===== src/rtl/combo_programmer.sv =====
// combo_programmer
//   Lets the user enter a new four-digit lock combination (digits 0/1/2 from
//   buttons b0/b1/b2) while the lock is unlocked, asks for it a second time
//   as confirmation, and only then commits it to the code register.
//
// Ports
//   clk         system clock (rising edge), shared with button pulsers and lock
//   rst         synchronous active-high reset
//   prog_en     level, high while the lock is unlocked; programming allowed only then
//   prog_start  one-cycle pulse requesting entry of a new combination
//   b0, b1, b2  one-cycle button pulses, digit value 0, 1, 2
//   code        stored combination (digit 1 in [7:6]), registered
//   code_wr     one-cycle strobe in the cycle a new value first appears on code
//   state       4-bit FSM state for the seven-segment display
//   err         high while in ERR
//   busy        high whenever state is not IDLE
module combo_programmer #(
    parameter int unsigned TIMEOUT      = 8,
    parameter logic [7:0]  DEFAULT_CODE = 8'b00_01_10_00
) (
    input  logic       clk,
    input  logic       rst,
    input  logic       prog_en,
    input  logic       prog_start,
    input  logic       b0,
    input  logic       b1,
    input  logic       b2,
    output logic [7:0] code,
    output logic       code_wr,
    output logic [3:0] state,
    output logic       err,
    output logic       busy
);

    typedef enum logic [3:0] {
        S_IDLE = 4'd0,
        S_E1   = 4'd1,
        S_E2   = 4'd2,
        S_E3   = 4'd3,
        S_E4   = 4'd4,
        S_C1   = 4'd5,
        S_C2   = 4'd6,
        S_C3   = 4'd7,
        S_C4   = 4'd8,
        S_DONE = 4'd9,
        S_ERR  = 4'd10
    } state_t;

    // The counter only needs to hold 0..TIMEOUT-1: the last value triggers the exit.
    localparam int unsigned      CNT_W    = (TIMEOUT < 2) ? 1 : $clog2(TIMEOUT);
    localparam logic [CNT_W-1:0] CNT_LAST = CNT_W'(TIMEOUT - 1);

    state_t           state_q, state_d;
    logic [7:0]       shadow_q, shadow_d;
    logic [CNT_W-1:0] cnt_q, cnt_d;
    logic [7:0]       code_q, code_d;
    logic             code_wr_q, code_wr_d;
    logic             err_q, err_d;
    logic             busy_q, busy_d;

    logic [1:0] npress;
    logic       valid_press;
    logic       multi_press;
    logic [1:0] press_digit;
    logic [1:0] slot;
    logic       timed_out;

    function automatic logic [7:0] put_digit(input logic [7:0] s, input logic [1:0] idx,
                                             input logic [1:0] d);
        logic [7:0] r;
        r = s;
        case (idx)
            2'd0:    r[7:6] = d;
            2'd1:    r[5:4] = d;
            2'd2:    r[3:2] = d;
            default: r[1:0] = d;
        endcase
        return r;
    endfunction

    function automatic logic [1:0] get_digit(input logic [7:0] s, input logic [1:0] idx);
        logic [1:0] r;
        case (idx)
            2'd0:    r = s[7:6];
            2'd1:    r = s[5:4];
            2'd2:    r = s[3:2];
            default: r = s[1:0];
        endcase
        return r;
    endfunction

    assign npress      = 2'(b0) + 2'(b1) + 2'(b2);
    assign valid_press = (npress == 2'd1);
    assign multi_press = npress[1];
    assign press_digit = b2 ? 2'd2 : (b1 ? 2'd1 : 2'd0);
    // E1..E4 (1..4) and C1..C4 (5..8) both map to digit slot 0..3 via the low
    // two state bits minus one.
    assign slot        = 2'(state_q[1:0] - 2'd1);
    assign timed_out   = (cnt_q == CNT_LAST);

    always_comb begin
        state_d  = state_q;
        shadow_d = shadow_q;
        cnt_d    = cnt_q;

        case (state_q)
            S_IDLE: begin
                cnt_d = '0;
                if (prog_start && prog_en) state_d = S_E1;
            end
            S_E1, S_E2, S_E3, S_E4: begin
                if (multi_press) begin
                    state_d = S_ERR;
                end else if (valid_press) begin
                    shadow_d = put_digit(shadow_q, slot, press_digit);
                    // E4 + 1 is C1, so a plain increment covers the hand-over.
                    state_d  = state_t'(state_q + 4'd1);
                end else if (timed_out) begin
                    state_d = S_ERR;
                end else begin
                    cnt_d = cnt_q + 1'b1;
                end
            end
            S_C1, S_C2, S_C3, S_C4: begin
                if (multi_press) begin
                    state_d = S_ERR;
                end else if (valid_press) begin
                    if (press_digit == get_digit(shadow_q, slot))
                        state_d = state_t'(state_q + 4'd1);  // C4 + 1 is DONE
                    else
                        state_d = S_ERR;
                end else if (timed_out) begin
                    state_d = S_ERR;
                end else begin
                    cnt_d = cnt_q + 1'b1;
                end
            end
            S_DONE: state_d = S_IDLE;
            S_ERR: begin
                // Presses are deliberately ignored here; only time gets us out.
                if (timed_out) state_d = S_IDLE;
                else           cnt_d   = cnt_q + 1'b1;
            end
            default: state_d = S_IDLE;
        endcase

        // Losing unlock aborts whatever is in flight, including ERR and DONE.
        if (state_q != S_IDLE && !prog_en) state_d = S_IDLE;

        // Every accepted press changes state, so a state change covers both
        // "state entry" and "press" as counter-clear events.
        if (state_d != state_q) cnt_d = '0;

        // DONE is only ever reached from C4, so state_d == DONE means entry.
        code_wr_d = (state_d == S_DONE);
        code_d    = code_wr_d ? shadow_q : code_q;
        err_d     = (state_d == S_ERR);
        busy_d    = (state_d != S_IDLE);
    end

    always_ff @(posedge clk) begin
        if (rst) begin
            state_q   <= S_IDLE;
            shadow_q  <= '0;
            cnt_q     <= '0;
            code_q    <= DEFAULT_CODE;
            code_wr_q <= 1'b0;
            err_q     <= 1'b0;
            busy_q    <= 1'b0;
        end else begin
            state_q   <= state_d;
            shadow_q  <= shadow_d;
            cnt_q     <= cnt_d;
            code_q    <= code_d;
            code_wr_q <= code_wr_d;
            err_q     <= err_d;
            busy_q    <= busy_d;
        end
    end

    assign code    = code_q;
    assign code_wr = code_wr_q;
    assign state   = state_q;
    assign err     = err_q;
    assign busy    = busy_q;

endmodule


===== config.mk =====
export PLATFORM = sky130hd
export DESIGN_NAME = combo_programmer
export DESIGN_NICKNAME = d
export VERILOG_FILES = /design/src/rtl/combo_programmer.sv
export SDC_FILE = /design/constraint.sdc
export NUM_CORES = 1
export LEC_CHECK = 0
export BUFFER_PORTS_ARGS = -buffer_cell sky130_fd_sc_hd__buf_2
export CAP_MARGIN = 20
export CORE_MARGIN = 2
export CORE_UTILIZATION = 62
export DETAILED_ROUTE_END_ITERATION = 6
export PLACE_DENSITY = 0.9
export SLEW_MARGIN = 20
export SYNTH_ARGS = -nofsm -noshare
export SYNTH_HDL_FRONTEND = slang
export SYNTH_SLANG_ARGS = --single-unit

===== constraint.sdc =====
create_clock -name clk -period 3.9 [get_ports clk]
set_input_delay 0.78 -clock clk [delete_from_list [all_inputs] [get_ports clk]]
set_output_delay 0.78 -clock clk [all_outputs]
set_load 0.02 [all_outputs]

==> out/metrics.cfg <==
[status]
status = finished clean

[grt]
grt_max_degree = 29
grt_usage_pct = 24.9
first_global_vias = 1411
globalRoute.totalOverflow = 0
grt_pass1_wl_mm = 6.42
antenna_found_initial = 0

[cts]
cts_sinks = 26
post_cts_buffers = 0
cts.hold.buffers_added = 0
cts_buffers = 3
cts_tree = built
clk_latency_ns = 0.32
cts_resized = 0
clock_path_buffers = 2
htreeDepth = 1
root_buffer = clkbuf_4
clk_pin_slew_ns = 0.13

[route]
drtAntennaViolNets = 0
drt_iter0_markers = 72
dr.pass1.iters = 4
vias = 1600
drc = 0
wl_mm = 3.87
via_per_inst = 6.15
wl_per_cell_um = 14.9

[die]
fp.dieH_um = 57.4
die-area_um2 = 3300
core.rowCount = 19
core_um2 = 2730
die_w_um = 57.4
pin_count = 22
start_util_pct = 64.7

[finish]
final_nets = 247
fillers = 216
postLayoutCoreUtil_pct = 70.8
drive_gt1_share_pct = 19.2
area_growth_pct = 9.48
n_antenna_cell = 0

[timing]
relSlewSlack_pct = 60.9
maxClockFrequency_mhz = 317
timing.final.crit_share_pct = 81.0
finalMaxSlewViolations = 0
setup_tns_ns = 0
hold_viol_final = 0
clock_skew_ns = 0.00465
setup_violations = 0
rsz0062_at_grt = no
setup_ws_ns = 0.741
fin_crit_ns = 3.16
max_slew.worst_pin.slew_ns = 0.585

[run]
drv_cap = 0

[critical_path]
cp-end-kind = flop
crit_arrival_ns = 3.42
critPathKind = in -> reg
cp.required_ns = 4.16
path_max_fanout = 15
worstSetupStartpointType = input pin

[logic_synthesis]
ys_seq_area_share_pct = 29.4
synth-main-ff-cell = dfxtp_1
syn_nets = 227
yosysWarnings = 0
synth-edff-count = 0
ys_ff_latch = 26
syn_inst = 210
yosysUniqueCellTypes = 59
syn-cell-area_um2 = 1770
postSynthAreaPerCell_um2 = 8.42
synth_async_sr_flop_share_pct = 0

[power_and_ir_drop]
p_leak_nw = 0.738
ir_worst_vdd_mv = 0.469
p_per_area_nw_per_um2 = 669

[placement]
dpl.hpwl_mm = 2.93
port_buffers = 21
globalplace.congestion = 1.02
dp_slack_ns = 0.437

[min_path]
hold_path.class = reg -> reg

## routing by layer
layer  GRT usage, %  vias to the layer above  wire [um]
li1               -                      792          -
met1           34.4                      717       1690
met2           36.9                       82       1770
met3           5.44                        9        328
met4           12.0                        0         85
met5              0                        -          0
## sequential cells by signal (all words and copies together), names as in the netlist
| register | count |
|---|---|
| code | 8 |
| cnt_q | 3 |
| code_wr | 1 |
| shadow_q | 8 |
| err | 1 |
| state | 4 |
| busy | 1 |
## final cells by class
type	count	area, um2	share of cell area (%)
clock inverters	1	30.0	1.55
clock buffers	3	22.5	1.16
inverters	8	30.0	1.55
multi-input cells	168	1170	60.7
well taps	31	38.8	2.00
repair buffers	23	120	6.20
flip-flops and latches	26	520	26.9
## synthesized netlist by cell type (all sizes together), types with 2 or more instances
master / count / area share, %
a21oi: 18 / 6.2
a222oi: 2 / 1.1
a31oi: 3 / 1.1
and2: 3 / 1.1
buf: 4 / 1.6
clkbuf: 4 / 0.85
dfxtp: 26 / 29
ha: 9 / 6.4
inv: 8 / 1.7
mux2i: 13 / 7.4
nand2: 22 / 4.7
nand2b: 14 / 5.0
nand3: 9 / 2.5
nor2: 19 / 4.2
nor2b: 5 / 1.8
nor3: 3 / 1.5
nor3b: 2 / 0.85
o211ai: 3 / 1.6
o21ai: 9 / 2.8
o22ai: 4 / 1.8
xnor2: 3 / 2.3
## layout by cell type (no fill, tap or decap), drive strengths merged, types with 2 or more instances in the layout
| master | instances |
|---|---|
| a21oi | 18 |
| a222oi | 2 |
| a31oi | 3 |
| and2 | 3 |
| buf | 23 |
| clkbuf | 3 |
| dfxtp | 26 |
| ha | 9 |
| inv | 8 |
| mux2i | 13 |
| nand2 | 22 |
| nand2b | 14 |
| nand3 | 9 |
| nor2 | 19 |
| nor2b | 5 |
| nor3 | 3 |
| nor3b | 2 |
| o211ai | 3 |
| o21ai | 9 |
| o22ai | 4 |
| xnor2 | 3 |
## through the flow
stage,total power [mW],hold slack (ns),std cells,instance area [um2]
2_1_floorplan,0.943,0.449,210,1770
3_3_place_gp,1.09,0.455,256,1880
3_5_place_dp,1.10,0.459,256,1880
4_1_cts,1.29,0.479,260,1940
5_1_grt,1.38,0.494,260,1940
6_report,1.30,0.477,260,1940
## cells by family (layout without fill, tap and decap cells)
logic type	after synthesis	count (layout)	synth area share (%)
buffers and inverters	16	35	4.17
multiplexers	14	14	7.99
AND/OR/NAND/NOR	87	87	26.5
XOR/XNOR	3	3	2.33
flip-flops	26	26	29.4
AO/OA/AOI/OAI	54	54	22.1
adder cells (fa/ha/maj)	10	10	7.50
## where the power goes
| group | switching [mW] | internal (mW) |
|---|---|---|
| clock | 0.0795 | 0.104 |
| combinational | 0.453 | 0.315 |
| sequential | 0.0501 | 0.294 |
## path summary, 6_finish.rpt
check | from | to | slack [ns] | cells past startpoint
min reg2reg | code[6] | code[6] | 0.48 | 2
max reg2reg | state[1] | code[3] | 0.82 | 9
max | b2 | code[3] | 0.74 | 9
min | code[6] | code[6] | 0.48 | 2
## critical path, stage by stage
cell      delay, ns
buf_2          0.16
fa_1           0.66
nor2_1         0.30
mux2i_1        0.13
o32ai_1        0.29
a31o_1         0.18
o21ai_2        0.08
and4bb_1       0.57
mux2i_1        0.25
Power figures use the tool's default switching activity.
